### config.mk
export PLATFORM = sky130hd
export DESIGN_NAME = cholesky_array_div_flat
export DESIGN_NICKNAME = d
export VERILOG_FILES = /design/src/rtl/cholesky_array_div_if.sv /design/src/rtl/cholesky_array_div.sv /design/src/flat_wrapper.sv
export SDC_FILE = /design/constraint.sdc
export NUM_CORES = 2
export LEC_CHECK = 0
export CAP_MARGIN = 20
export CORE_MARGIN = 5
export CORE_UTILIZATION = 60
export DETAILED_ROUTE_END_ITERATION = 8
export PLACE_DENSITY = 0.79
export SKIP_CTS_REPAIR_TIMING = 1
export SKIP_LAST_GASP = 1
export SLEW_MARGIN = 20
export SYNTH_ARGS = -nofsm -noshare
export SYNTH_HDL_FRONTEND = slang
export SYNTH_SLANG_ARGS = --single-unit
### constraint.sdc
create_clock -name clk -period 8.15 [get_ports clk]
set_input_delay 1.63 -clock clk [delete_from_list [all_inputs] [get_ports clk]]
set_output_delay 1.63 -clock clk [all_outputs]
set_load 0.01 [all_outputs]
### src/rtl/cholesky_array_div_if.sv
// Array-divide channel between the cholesky datapath (master) and the
// six-lane fixed-point divider (slave).
interface cholesky_array_div_if;
  logic             start;
  logic [5:0][26:0] dividends;
  logic [26:0]      divisor;
  logic [5:0][26:0] quotients;
  logic             busy;
  logic             done;
  logic             dz;

  modport master (
    output start, dividends, divisor,
    input  quotients, busy, done, dz
  );

  modport slave (
    input  start, dividends, divisor,
    output quotients, busy, done, dz
  );
endinterface

### src/rtl/cholesky_array_div.sv
// Six-lane Q13.13 signed divider: q = (dividend << 13) / divisor, truncated
// toward zero, sign-magnitude restoring divide at one quotient bit per cycle.
module cholesky_array_div (
  input  logic                        clk,
  input  logic                        rst,
  cholesky_array_div_if.slave         div_if
);

  typedef enum logic [1:0] {
    IDLE = 2'd0,
    CALC = 2'd1,
    DONE = 2'd2
  } state_t;

  localparam logic [26:0] QMAX = 27'h3FF_FFFF;

  state_t           state_q, state_d;
  logic [5:0]       cnt_q, cnt_d;
  logic [26:0]      dvs_mag_q, dvs_mag_d;
  logic             dvs_zero_q, dvs_zero_d;
  logic [5:0]       res_neg_q, res_neg_d;
  logic [5:0]       dvd_nz_q, dvd_nz_d;
  logic [5:0][26:0] rem_q, rem_d;
  logic [5:0][39:0] acc_q, acc_d;
  logic [5:0][26:0] quot_q, quot_d;
  logic             dz_q, dz_d;

  logic [5:0][26:0] in_mag;
  logic [26:0]      in_dvs_mag;
  logic [5:0][27:0] rem_sh;
  logic [5:0][26:0] step_rem;
  logic [5:0][39:0] step_acc;
  logic [5:0][26:0] fin_mag;
  logic [5:0][26:0] fin_q;

  // Per-lane datapath: operand magnitudes, one restoring step, and the
  // saturated/signed result that the step would produce if it were the last.
  always_comb begin
    in_mag   = '0;
    rem_sh   = '0;
    step_rem = '0;
    step_acc = '0;
    fin_mag  = '0;
    fin_q    = '0;
    in_dvs_mag = div_if.divisor[26] ? (~div_if.divisor + 27'd1) : div_if.divisor;
    for (int unsigned i = 0; i < 6; i++) begin
      in_mag[i] = div_if.dividends[i][26] ? (~div_if.dividends[i] + 27'd1)
                                          : div_if.dividends[i];
      // Remainder stays below the divisor, so 27 bits suffice after subtract.
      rem_sh[i] = {rem_q[i], acc_q[i][39]};
      if (rem_sh[i] >= {1'b0, dvs_mag_q}) begin
        step_rem[i] = rem_sh[i][26:0] - dvs_mag_q;
        step_acc[i] = {acc_q[i][38:0], 1'b1};
      end else begin
        step_rem[i] = rem_sh[i][26:0];
        step_acc[i] = {acc_q[i][38:0], 1'b0};
      end
      if (dvs_zero_q) begin
        fin_mag[i] = dvd_nz_q[i] ? QMAX : '0;
      end else if (|step_acc[i][39:26]) begin
        fin_mag[i] = QMAX;
      end else begin
        fin_mag[i] = {1'b0, step_acc[i][25:0]};
      end
      fin_q[i] = (res_neg_q[i] && (fin_mag[i] != '0)) ? (~fin_mag[i] + 27'd1)
                                                       : fin_mag[i];
    end
  end

  always_comb begin
    state_d    = state_q;
    cnt_d      = cnt_q;
    dvs_mag_d  = dvs_mag_q;
    dvs_zero_d = dvs_zero_q;
    res_neg_d  = res_neg_q;
    dvd_nz_d   = dvd_nz_q;
    rem_d      = rem_q;
    acc_d      = acc_q;
    quot_d     = quot_q;
    dz_d       = dz_q;
    case (state_q)
      IDLE, DONE: begin
        if (div_if.start) begin
          dvs_mag_d  = in_dvs_mag;
          dvs_zero_d = (div_if.divisor == '0);
          for (int unsigned i = 0; i < 6; i++) begin
            res_neg_d[i] = div_if.dividends[i][26] ^ div_if.divisor[26];
            dvd_nz_d[i]  = (div_if.dividends[i] != '0);
            rem_d[i]     = '0;
            acc_d[i]     = {in_mag[i], 13'd0};
          end
          cnt_d   = 6'd39;
          state_d = CALC;
        end else if (state_q == DONE) begin
          state_d = IDLE;
        end
      end
      CALC: begin
        rem_d = step_rem;
        acc_d = step_acc;
        cnt_d = cnt_q - 6'd1;
        if (cnt_q == '0) begin
          cnt_d   = '0;
          quot_d  = fin_q;
          dz_d    = dvs_zero_q;
          state_d = DONE;
        end
      end
      default: state_d = IDLE;
    endcase
  end

  always_ff @(posedge clk) begin
    if (!rst) begin
      state_q    <= IDLE;
      cnt_q      <= '0;
      dvs_mag_q  <= '0;
      dvs_zero_q <= 1'b0;
      res_neg_q  <= '0;
      dvd_nz_q   <= '0;
      rem_q      <= '0;
      acc_q      <= '0;
      quot_q     <= '0;
      dz_q       <= 1'b0;
    end else begin
      state_q    <= state_d;
      cnt_q      <= cnt_d;
      dvs_mag_q  <= dvs_mag_d;
      dvs_zero_q <= dvs_zero_d;
      res_neg_q  <= res_neg_d;
      dvd_nz_q   <= dvd_nz_d;
      rem_q      <= rem_d;
      acc_q      <= acc_d;
      quot_q     <= quot_d;
      dz_q       <= dz_d;
    end
  end

  assign div_if.quotients = quot_q;
  assign div_if.dz        = dz_q;
  assign div_if.busy      = (state_q == CALC);
  assign div_if.done      = (state_q == DONE);

endmodule

### src/flat_wrapper.sv
// flat-port wrapper written by rule: the top's interface ports become plain ports
module cholesky_array_div_flat 
  (clk, rst, div_if_start, div_if_dividends, div_if_divisor, div_if_quotients, div_if_busy, div_if_done, div_if_dz);
  cholesky_array_div_if div_if_i ();
  input  logic clk;
  input  logic rst;
  input wire logic [$bits(div_if_i.start)-1:0] div_if_start;
  input wire logic [$bits(div_if_i.dividends)-1:0] div_if_dividends;
  input wire logic [$bits(div_if_i.divisor)-1:0] div_if_divisor;
  output wire logic [$bits(div_if_i.quotients)-1:0] div_if_quotients;
  output wire logic [$bits(div_if_i.busy)-1:0] div_if_busy;
  output wire logic [$bits(div_if_i.done)-1:0] div_if_done;
  output wire logic [$bits(div_if_i.dz)-1:0] div_if_dz;
  assign div_if_i.start = div_if_start;
  assign div_if_i.dividends = div_if_dividends;
  assign div_if_i.divisor = div_if_divisor;
  assign div_if_quotients = div_if_i.quotients;
  assign div_if_busy = div_if_i.busy;
  assign div_if_done = div_if_i.done;
  assign div_if_dz = div_if_i.dz;
  cholesky_array_div u_core (.clk(clk), .rst(rst), .div_if(div_if_i));
endmodule
==> results_dict.tcl <==
set metrics [dict create \
    path_common_cell "a21oi_1" \
    r2r_cells 20 \
    cts_tree "built" \
    die_w_um 266 \
    synth_area_per_cell_um2 7.66 \
    gp_congestion 0.945 \
    yosys-top-cells-area "dfxtp_1 (31%), nor2_1 (5.7%), ha_1 (5.6%)" \
    ir_worst_vdd_mv 0.155 \
    grt_usage_pct 33.5 \
    grt_max_degree 170 \
    switching_share_pct 36.8 \
    antenna_found_initial 4 \
    drc 0 \
    wl_mm 126 \
    syn_area_mm2 0.0393 \
    core_region_area_mm2 0.0647 \
    hold_path_end "u_core.div_if.quotients[46]" \
    synthArstFlopShare_pct 0 \
    outcome "finished clean" \
    crit_arrival_ns 6.45 \
    seq_area_frac_synth_pct 31.2 \
    synth_top_area_cell "dfxtp_1" \
    vias 40000 \
    io_buffers 356 \
    slowest_stage "nor2_1" \
    drv_slew 0 \
    h-tree-depth 3 \
    synthDistinctLibCells 88 \
    ant_nets 0 \
    synth-edff-count 0 \
    path_max_fanout 22 \
    setup_viol 0 \
    rows 93 \
    cts_buffer_depth 3 \
    post_synth_inst_count 5135 \
    min_period_ns 5.99 \
    crit_path_end_kind "register" \
    p_seq_share_pct 33.1 \
    relSlewSlack_pct 16.4 \
    ioPinCount 357 \
    crit_type "reg2reg" \
    reg2reg_to "u_core.div_if.quotients[122]" \
    num-fill-cells 5501 \
    tightest_slew_ns 1.22 \
    worstHoldStart "u_core.div_if.quotients[46]" \
    syn_nets 5510 \
    finClkSkew_ns 0.0273 \
    cellPowerDensity_mw_per_mm2 231 \
    reg2reg_slack_ns 2.16 \
    start_util_pct 60.8 \
    root_buffer "clkbuf_16" \
    p_total_uw 10500 \
    hpwl_mm 88.7 \
    clkLatencyLatePin_ns 0.62 \
    grt_pass1_vias 37100 \
    multi_input_area_mm2 0.0254 \
    dp_cells 6069 \
    drive_above_1_share_pct 4.48 \
    ys_ff_latch 613 \
    finalCritPeriodShare_pct 73.5 \
    leakage_uw 0.0173 \
    grt_setup_unrepaired "false" \
    fin_tns_setup_ns 0 \
    yosys_warnings 0 \
    wire_per_inst_um 20.3 \
    fin_area_mm2 0.0455 \
    synthFlopType "dfxtp_1" \
    drt-initial-drc-count 4191 \
    fin_cells 6194 \
    hold_depth 2 \
    overflow 0 \
    cts_buffers 68 \
    dieArea_mm2 0.0708 \
    drv_cap 0 \
    min_path_type "reg2reg" \
    start_kind "register" \
    max_freq_mhz 167 \
    cts.clk_slew.worst_paths_ns 0.06 \
    switchingPower_uw 3870 \
    cpPeakStageDelay_ns 0.73 \
    post_dp_cell_area_mm2 0.0432 \
    fin_util_pct 70.3 \
    die_h_um 266 \
    crit_chain "ha_1, fa_1, nor2b_1, o21ai_0, a21o_1, a21oi_1, a21oi_1, o41ai_1, or2_0, buf_4, o21ai_0, ha_1, and2_1, o22ai_1, a21oi_1, nor2_1, o31ai_1, a211o_1, nand2_1, a31oi_1" \
    grt_pass1_wl_mm 198 \
    finalNetCount 5659 \
    required_ns 8.61 \
    dr.pass1.iters 6 \
    clock-sinks 613 \
    viasPerCell 6.45 \
    clkPwrFrac_pct 30.0 \
    combPwrFrac_pct 36.9 \
    hold_violations 0 \
    regArea_mm2 0.0123 \
    area_growth_pct 15.6 \
    r2r_start "u_core.dvs_mag_q[0]" \
    internal_power_uw 6650 \
    netlist.area_leader.share_pct 31.2 \
]
==> how the worst max path moves through the flow <==
stage                              from                            to  slack (ns)  cells after the start
finish              u_core.dvs_mag_q[0]  u_core.div_if.quotients[122]        2.16                     20
global route        u_core.dvs_mag_q[0]  u_core.div_if.quotients[114]        1.76                     19
CTS                 u_core.dvs_mag_q[0]  u_core.div_if.quotients[122]        2.31                     20
detailed placement  u_core.dvs_mag_q[0]  u_core.div_if.quotients[122]        2.33                     20
global placement    u_core.dvs_mag_q[0]  u_core.div_if.quotients[122]        2.51                     20
floorplan             u_core.acc_q[199]  u_core.div_if.quotients[120]        3.41                     22
==> cells by family (layout without fill, tap and decap cells) <==
kind of cell | count (synthesis) | in the layout | share of synthesized area, %
compound gates | 1757 | 1757 | 28.8
xor+xnor | 368 | 368 | 8.19
fa+ha+maj | 183 | 183 | 5.93
buf+inv | 447 | 647 | 4.30
flops | 613 | 613 | 31.2
mux | 77 | 77 | 2.01
other cells | 0 | 4 | 0
simple gates | 1690 | 1690 | 19.5
==> final cells by class <==
cell class,instances,area share (%)
repair buffers,406,8.70
diodes,4,0.0220
flip-flops and latches,613,27.0
multi-input cells,4075,55.9
well taps,855,2.35
clock inverters,27,0.674
clock buffers,94,4.31
inverters,120,1.02
==> stage by stage <==
step | hold slack, ns | setup slack, ns
final | 0.452 | 2.16
after detailed placement | 0.443 | 2.33
after floorplan | 0.447 | 3.41
after global placement | 0.436 | 2.51
after CTS | 0.454 | 2.31
after global routing | 0.477 | 1.76
==> cell usage after synthesis, types with 9 or more instances <==
cell type / count
dfxtp_1: 613
nor2_1: 596
nand2_1: 551
a21oi_1: 425
o21ai_0: 416
clkbuf_1: 287
a22oi_1: 266
xnor2_1: 242
ha_1: 177
xor2_1: 126
inv_1: 119
a211oi_1: 112
a21o_1: 91
nor3_1: 91
o31ai_1: 79
nor4_1: 67
nand3_1: 66
mux2i_1: 60
or3_1: 56
a31oi_1: 52
nand2b_1: 44
or4_1: 44
o41ai_1: 40
nand4_1: 36
buf_1: 30
o21a_1: 29
and3_1: 28
a32oi_1: 27
nor2b_1: 26
or2_2: 26
o211ai_1: 25
a22o_1: 20
a221oi_1: 19
mux2_2: 17
and2_1: 14
o22ai_1: 13
a21boi_0: 12
o21bai_1: 12
nor4b_1: 10
buf_2: 9
o2111ai_1: 9
==> routing by layer <==
layer  vias up  track usage (%)  part of all wire (%)
met5         -                0                     0
met1     18900             43.7                    41
met3       308             5.65                   7.5
met4         0             14.2                   4.4
li1      19100                -                     -
met2      1643             55.1                    47
==> cell usage in the layout, fill, tap and decap left out, types with 19 or more instances in the layout <==
master	Yosys	layout
clkbuf_16	0	70
or3_1	56	56
dfxtp_1	613	613
a211oi_1	112	112
o41ai_1	40	40
o21a_1	29	29
mux2i_1	60	60
or4_1	44	44
nand3_1	66	66
clkdlybuf4s50_1	0	355
o21ai_0	416	416
nand2_1	551	551
xnor2_1	242	242
nor3_1	91	91
nor2b_1	26	25
a21oi_1	425	425
nand2b_1	44	42
a22o_1	20	20
nor2_1	596	590
o211ai_1	25	25
and3_1	28	28
xor2_1	126	126
a21o_1	91	91
o31ai_1	79	79
nor4_1	67	67
buf_4	0	48
a31oi_1	52	52
or2_2	26	26
ha_1	177	177
nand4_1	36	36
a22oi_1	266	266
a32oi_1	27	27
inv_1	119	118
a221oi_1	19	19
==> registers in the layout, indices dropped and copies added, names as in the netlist <==
signal,count
u_core.cnt_q,6
u_core.res_neg_q,6
u_core.dvs_mag_q,27
u_core.div_if.quotients,162
u_core.state_q,2
u_core.rem_q,162
u_core.div_if.dz,1
u_core.dvs_zero_q,1
u_core.dvd_nz_q,6
u_core.acc_q,240
==> power by group through the flow <==
stage          combinational [uW]  sequential (uW)  clock [uW]
2_1_floorplan                2770             3490           0
3_3_place_gp                 3740             3530           0
3_5_place_dp                 3800             3530           0
4_1_cts                      3830             3470        3190
5_1_grt                      4250             3510        3310
6_report                     3890             3480        3160
==> worst max-delay path, delay by kind of cell, from the launching register on <==
| kind | cells | cell delay, ns |
|---|---|---|
| AO/OA/AOI/OAI | 11 | 2.88 |
| AND/OR/NAND/NOR | 5 | 1.25 |
| buffers and inverters | 1 | 0.27 |
| adder cells (fa/ha/maj) | 3 | 1.00 |
| flip-flops | 1 | 0.41 |
Power figures use the tool's default switching activity.
